**src/rtl/m6502_alu_unit.sv**
```systemverilog
// m6502_alu_unit: registered, handshaked M6502 ALU with optional BCD correction stage
module m6502_alu_unit #(
    parameter int DATA_WIDTH = 8,
    parameter int DECIMAL_EN = 0
) (
    input  logic                  clk,
    input  logic                  rst_n,
    input  logic                  in_valid,
    output logic                  in_ready,
    input  logic [3:0]            in_op,
    input  logic [DATA_WIDTH-1:0] in_a,
    input  logic [DATA_WIDTH-1:0] in_b,
    input  logic                  in_carry,
    input  logic                  in_decimal,
    output logic                  out_valid,
    input  logic                  out_ready,
    output logic [DATA_WIDTH-1:0] out_result,
    output logic                  out_result_we,
    output logic [3:0]            out_flags,
    output logic [3:0]            out_flags_we
);
    localparam int W = DATA_WIDTH;
    typedef enum logic [1:0] {IDLE, ADJ, HOLD} state_t;
    state_t state_q, state_d;
    logic run_q;
    logic [W-1:0] result_q, result_d, a_q, a_d, b_q, b_d;
    logic [3:0] flags_q, flags_d, flags_we_q, flags_we_d, fwe;
    logic result_we_q, result_we_d, c_q, c_d, sub_q, sub_d, rwe;
    logic acc, dec, sub, cmp, bin_c, bin_v, dec_c, nib_c;
    logic [W-1:0] bb, res, dec_res;
    logic [W:0] sum;
    logic [4:0] s;

    assign in_ready = run_q && (state_q == IDLE || (state_q == HOLD && out_ready));
    assign acc = in_valid && in_ready;
    assign sub = in_op == 4'd3;
    assign cmp = in_op == 4'd4;
    assign dec = DECIMAL_EN != 0 && in_decimal && (in_op == 4'd0 || sub);
    assign bb = (sub || cmp) ? ~in_b : in_b;
    assign sum = {1'b0, in_a} + {1'b0, bb} + {{W{1'b0}}, cmp | in_carry};
    assign bin_v = (in_a[W-1] == bb[W-1]) && (sum[W-1] != in_a[W-1]);
    assign out_valid = state_q == HOLD;
    assign out_result = result_q;
    assign out_result_we = result_we_q;
    assign out_flags = flags_q;
    assign out_flags_we = flags_we_q;

    always_comb begin
        res = in_a;
        bin_c = sum[W];
        rwe = 1'b1;
        fwe = 4'b1010;
        case (in_op)
            4'd0, 4'd3: begin res = sum[W-1:0]; fwe = 4'b1111; end
            4'd1: res = in_a + W'(1);
            4'd2: res = in_a - W'(1);
            4'd4: begin res = sum[W-1:0]; rwe = 1'b0; fwe = 4'b1011; end
            4'd5: res = in_a & in_b;
            4'd6: res = in_a | in_b;
            4'd7: res = in_a ^ in_b;
            4'd8: begin res = {in_a[W-2:0], 1'b0}; bin_c = in_a[W-1]; fwe = 4'b1011; end
            4'd9: begin res = {in_a[W-2:0], in_carry}; bin_c = in_a[W-1]; fwe = 4'b1011; end
            4'd10: begin res = {in_carry, in_a[W-1:1]}; bin_c = in_a[0]; fwe = 4'b1011; end
            4'd11: begin res = {1'b0, in_a[W-1:1]}; bin_c = in_a[0]; fwe = 4'b1011; end
            default: begin rwe = 1'b0; fwe = 4'b0000; end
        endcase
    end

    always_comb begin
        dec_res = '0;
        nib_c = c_q;
        s = '0;
        for (int i = 0; i < W / 4; i++) begin
            if (sub_q) begin
                s = {1'b0, a_q[4*i +: 4]} - {1'b0, b_q[4*i +: 4]} - {4'b0, ~nib_c};
                nib_c = !s[4];
                if (s[4]) s = s - 5'd6;
            end else begin
                s = {1'b0, a_q[4*i +: 4]} + {1'b0, b_q[4*i +: 4]} + {4'b0, nib_c};
                nib_c = s > 5'd9;
                if (nib_c) s = s + 5'd6;
            end
            dec_res[4*i +: 4] = s[3:0];
        end
        dec_c = nib_c;
    end

    always_comb begin
        state_d = acc ? (dec ? ADJ : HOLD) :
                  (state_q == ADJ || (state_q == HOLD && !out_ready)) ? HOLD : IDLE;
        result_d = acc ? res : (state_q == ADJ) ? dec_res : result_q;
        flags_d = acc ? {res[W-1], bin_v, res == '0, bin_c} :
                  (state_q == ADJ && !sub_q) ? {flags_q[3:1], dec_c} : flags_q;
        result_we_d = acc ? rwe : result_we_q;
        flags_we_d = acc ? fwe : flags_we_q;
        a_d = acc ? in_a : a_q;
        b_d = acc ? in_b : b_q;
        c_d = acc ? in_carry : c_q;
        sub_d = acc ? sub : sub_q;
    end

    always_ff @(posedge clk) begin
        if (!rst_n) begin
            state_q <= IDLE;
            run_q <= 1'b0;
            result_q <= '0;
            flags_q <= '0;
            result_we_q <= 1'b0;
            flags_we_q <= '0;
            a_q <= '0;
            b_q <= '0;
            c_q <= 1'b0;
            sub_q <= 1'b0;
        end else begin
            state_q <= state_d;
            run_q <= 1'b1;
            result_q <= result_d;
            flags_q <= flags_d;
            result_we_q <= result_we_d;
            flags_we_q <= flags_we_d;
            a_q <= a_d;
            b_q <= b_d;
            c_q <= c_d;
            sub_q <= sub_d;
        end
    end
endmodule
```
**config.mk**
```make
export PLATFORM = sky130hd
export DESIGN_NAME = m6502_alu_unit
export DESIGN_NICKNAME = d
export VERILOG_FILES = /design/src/rtl/m6502_alu_unit.sv
export SDC_FILE = /design/constraint.sdc
export NUM_CORES = 1
export LEC_CHECK = 0
export ABC_CLOCK_PERIOD_IN_PS = 3990
export CAP_MARGIN = 20
export CORE_MARGIN = 4
export CORE_UTILIZATION = 38
export CTS_CLUSTER_SIZE = 16
export DETAILED_ROUTE_END_ITERATION = 8
export GPL_TIMING_DRIVEN = 0
export HOLD_SLACK_MARGIN = 0.05
export PLACE_DENSITY = 0.62
export SETUP_SLACK_MARGIN = 0.15
export SLEW_MARGIN = 30
export SYNTH_ARGS = -nofsm -noshare
export SYNTH_HDL_FRONTEND = slang
export SYNTH_SLANG_ARGS = --single-unit
```
**constraint.sdc**
```tcl
create_clock -name clk -period 3.99 [get_ports clk]
set_clock_uncertainty 0.1 [all_clocks]
set_input_delay 0.399 -clock clk [delete_from_list [all_inputs] [get_ports clk]]
set_output_delay 0.399 -clock clk [all_outputs]
set_load 0.005 [all_outputs]
```
==> results.toml <==
[worst_setup_path]
crit_end = "out_flags[1]"
setup.worst_path.end_class = "register"
critical_path_data_required_time_ps = 4050
regToRegEndpoint = "out_flags[1]"
r2r.worst_path.cells = 7
regToRegSetupSlack_ps = 1540
critical_path.startpoint = "in_op[1]"
crit_arrival_ps = 3780
crit_fanout = 10
setup.worst_path.start_class = "input port"
timing.rr.start = "state_q[1]"
path_class = "input port to register"

[clocking]
postCtsHoldBufs = 0
clk_root_buffer_cell = "clkbuf_8"
cts-root-to-sink-buffers = 2
cts_buffers = 3
tritoncts = "done"
worst_setup_hold_path_clk_slew_ps = 60
insertion_delay_ps = 250
h-tree-depth = 1
cts_sinks = 18

[logic_synthesis]
synth_top_area_cell = "ha_1"
post_synthesis_compound_gate_area_fraction_pct = 29.0
synthAdderAreaFrac_pct = 18.5
netlist_instances = 307
synth_mux_area_share_pct = 1.75
synth_flop_cell = "dfxtp_1"
synth-edff-count = 0
synthSimpleGateAreaFrac_pct = 22.5
ys_seq_elements = 18
synth_cell_type_count = 59
synth_area_leaders = "ha_1 (16%), dfxtp_1 (16%), nand2_1 (5.1%)"
synthesis.nets = 365
synthesis.area_per_instance_um2 = 7.46
yosys_warnings = 0
postSynth.asyncResetShare_pct = 0
post_synth_instance_area_um2 = 2290
dominant_combinational_cell_family_by_area_after_synthesis = "compound AO/OA/AOI/OAI gates"
netlist.area_leader.share_pct = 15.8
synth.yosys.seq_area_share_pct = 15.7
synthXorXnorAreaFrac_pct = 5.35

[finish]
antenna-diode-count = 0
post-route-util_pct = 50.4
area.growth.synth_to_final_pct = 29.6
mostFrequentLayoutCell = "clkdlybuf4s50_1"
multi_input_gate_area_in_the_final_layout_um2 = 1830
register_area_um2 = 360
most-common-layout-cells = "clkdlybuf4s50_1 (39), nand2_1 (31), ha_1 (29)"
nNetsFinal = 416
drive_above_1_share_pct = 9.83
stdcell_area_um2 = 2970
n_fill_cell = 575

[global_routing]
grt_pass1_wl_um = 11300
use_met2_pct = 29.7
grt_max_degree = 11
globalRoute.totalOverflow = 0
grtUsageTotal_pct = 18.8
grt_antenna_before_repair = 0
via_count_of_the_first_global_routing_pass = 2259
gr-usage-met1_pct = 28.2
globalRoute.busiestLayer = "met2"
grtUsageMet3_pct = 2.02

[drt]
drtAntennaViolNets = 0
route.detailed.drc = 0
average_wire_length_per_cell_after_detail_routing_um = 15.6
vias = 2408
drt_pass1_iterations = 4
detailedRoute.firstIterationViolations = 174
vias_per_cell = 5.59
totalWireLength_um = 6710

[run]
maxCapViolCount = 0

[sta]
rsz_0062_raised_after_global_routing = "false"
final-hold-violation-count = 0
finalMaxSlewViolations = 0
fmaxAchievable_ghz = 0.269
timing.final.crit_share_pct = 93.3
finalSetupViolations = 0
timing.max_slew.rel_slack_pct = 64.1
post_route_minimum_period_ps = 3720
worst-slew-pin-transition_ps = 536

[power]
combinational_share_of_power_pct = 49.5
vdd.ir_drop.worst_mv = 0.145
internal_power_uw = 406
power.switching_fraction_pct = 35.8
p_per_area_nw_per_um2 = 213
leakage_nw = 1.28
switchingPower_uw = 227
p_seq_share_pct = 30.9
share_clk_of_total_power_pct = 19.5

[floorplan]
fp.dieH_um = 85.6
die_x_um = 85.6
floorplan.die_area_um2 = 7340
coreArea_um2 = 5890
start_util_pct = 38.9
rows = 28
io-pin-count = 45

[place]
hpwl_after_detailed_placement_um = 5410
gp_congestion = 0.911
io_buffer_count = 42
standard_cell_area_after_detailed_placement_um2 = 2820

[min_path]
hold_class = "register to register"

[status]
run_status = "completed"
==> through the flow <==
step                setup slack (ps)  power, mW  hold slack [ps]  cells  setup TNS, ps
floorplan                        207      0.386              327    307              0
global route                     141      0.682              389    431              0
CTS                              154      0.629              368    430              0
detailed placement             -1040      0.494              359    424          -4200
finish                           269      0.633              364    431              0
global placement               -1010      0.493              358    424          -4430
==> power groups by stage <==
| stage | Combinational, mW | Sequential, mW | Clock, mW |
|---|---|---|---|
| 2_1_floorplan | 0.186 | 0.200 | 0 |
| 3_3_place_gp | 0.293 | 0.200 | 0 |
| 3_5_place_dp | 0.294 | 0.200 | 0 |
| 4_1_cts | 0.307 | 0.196 | 0.126 |
| 5_1_grt | 0.347 | 0.197 | 0.138 |
| 6_report | 0.314 | 0.196 | 0.124 |
==> sequential cells by signal, indices dropped and copies added, names as in the netlist <==
| register | count |
|---|---|
| out_result | 8 |
| out_flags | 4 |
| out_flags_we | 3 |
| out_result_we | 1 |
| run_q | 1 |
| state_q | 1 |
==> logic make-up after synthesis <==
kind of cell	Yosys count
compound gates	94
mux	4
buf+inv	40
simple gates	105
xor+xnor	14
flops	18
fa+ha+maj	32
==> final cells by class <==
type                       count  area share (%)
multi-input combinational    249            61.7
timing repair buffer          46            15.0
sequential                    18            12.1
buffer                        20            4.17
tap                           75            3.16
inverter                      20            2.53
clock buffer                   3            1.39
==> routing by layer <==
layer  share of wire [%]  vias to the layer above
met5                   0                        -
met4                0.80                        0
met3                 4.9                        4
met2                  45                       67
met1                  49                     1132
li1                    -                     1205
==> critical path: stages <==
cell and delay [ps]:
clkdlybuf4s15_1 280, buf_4 210, buf_4 180, buf_4 170
o31ai_2 90, fa_2 370, fa_2 380, a21o_1 170
a211o_1 280, o211ai_1 150, a41oi_2 200, or4_4 570
o41ai_2 310
==> timing repair <==
item | 4_1_cts | 5_1_grt
setup buffers | 3 | 1
setup endpoints to repair | 9 | 1
endpoints found under the hold margin | 0 | 0
cloned | 0 | 0
pin swaps | 6 | 3
gates resized for setup | 24 | 11
==> worst min-delay path by stage <==
stage                             start       endpoint  cells after the start
after floorplan                   rst_n          run_q                      0
after global placement    out_result[6]  out_result[6]                      2
after detailed placement  out_result[6]  out_result[6]                      2
after CTS                 out_result[6]  out_result[6]                      2
after global routing      out_result[6]  out_result[6]                      2
final                     out_result[6]  out_result[6]                      2
==> cells in the mapped netlist, drive strengths merged (2+ instances only) <==
master	n
and3b	2
xnor2	11
nor2	28
a22oi	2
o2111ai	3
a21boi	6
a221o	3
ha	29
buf	7
o211a	2
inv	20
mux2i	4
a22o	2
and2	5
nor3	5
nor3b	2
and3	2
o211ai	4
clkbuf	13
o31ai	3
a211oi	4
xor2	3
or3	2
dfxtp	18
nand3b	3
a31oi	5
a21o	6
or2	2
a21oi	15
o21bai	2
nand2	31
nand3	9
nand2b	3
o21ai	20
fa	3
nor2b	5
a221oi	3
a211o	2
(Power assumes the default switching activity.)
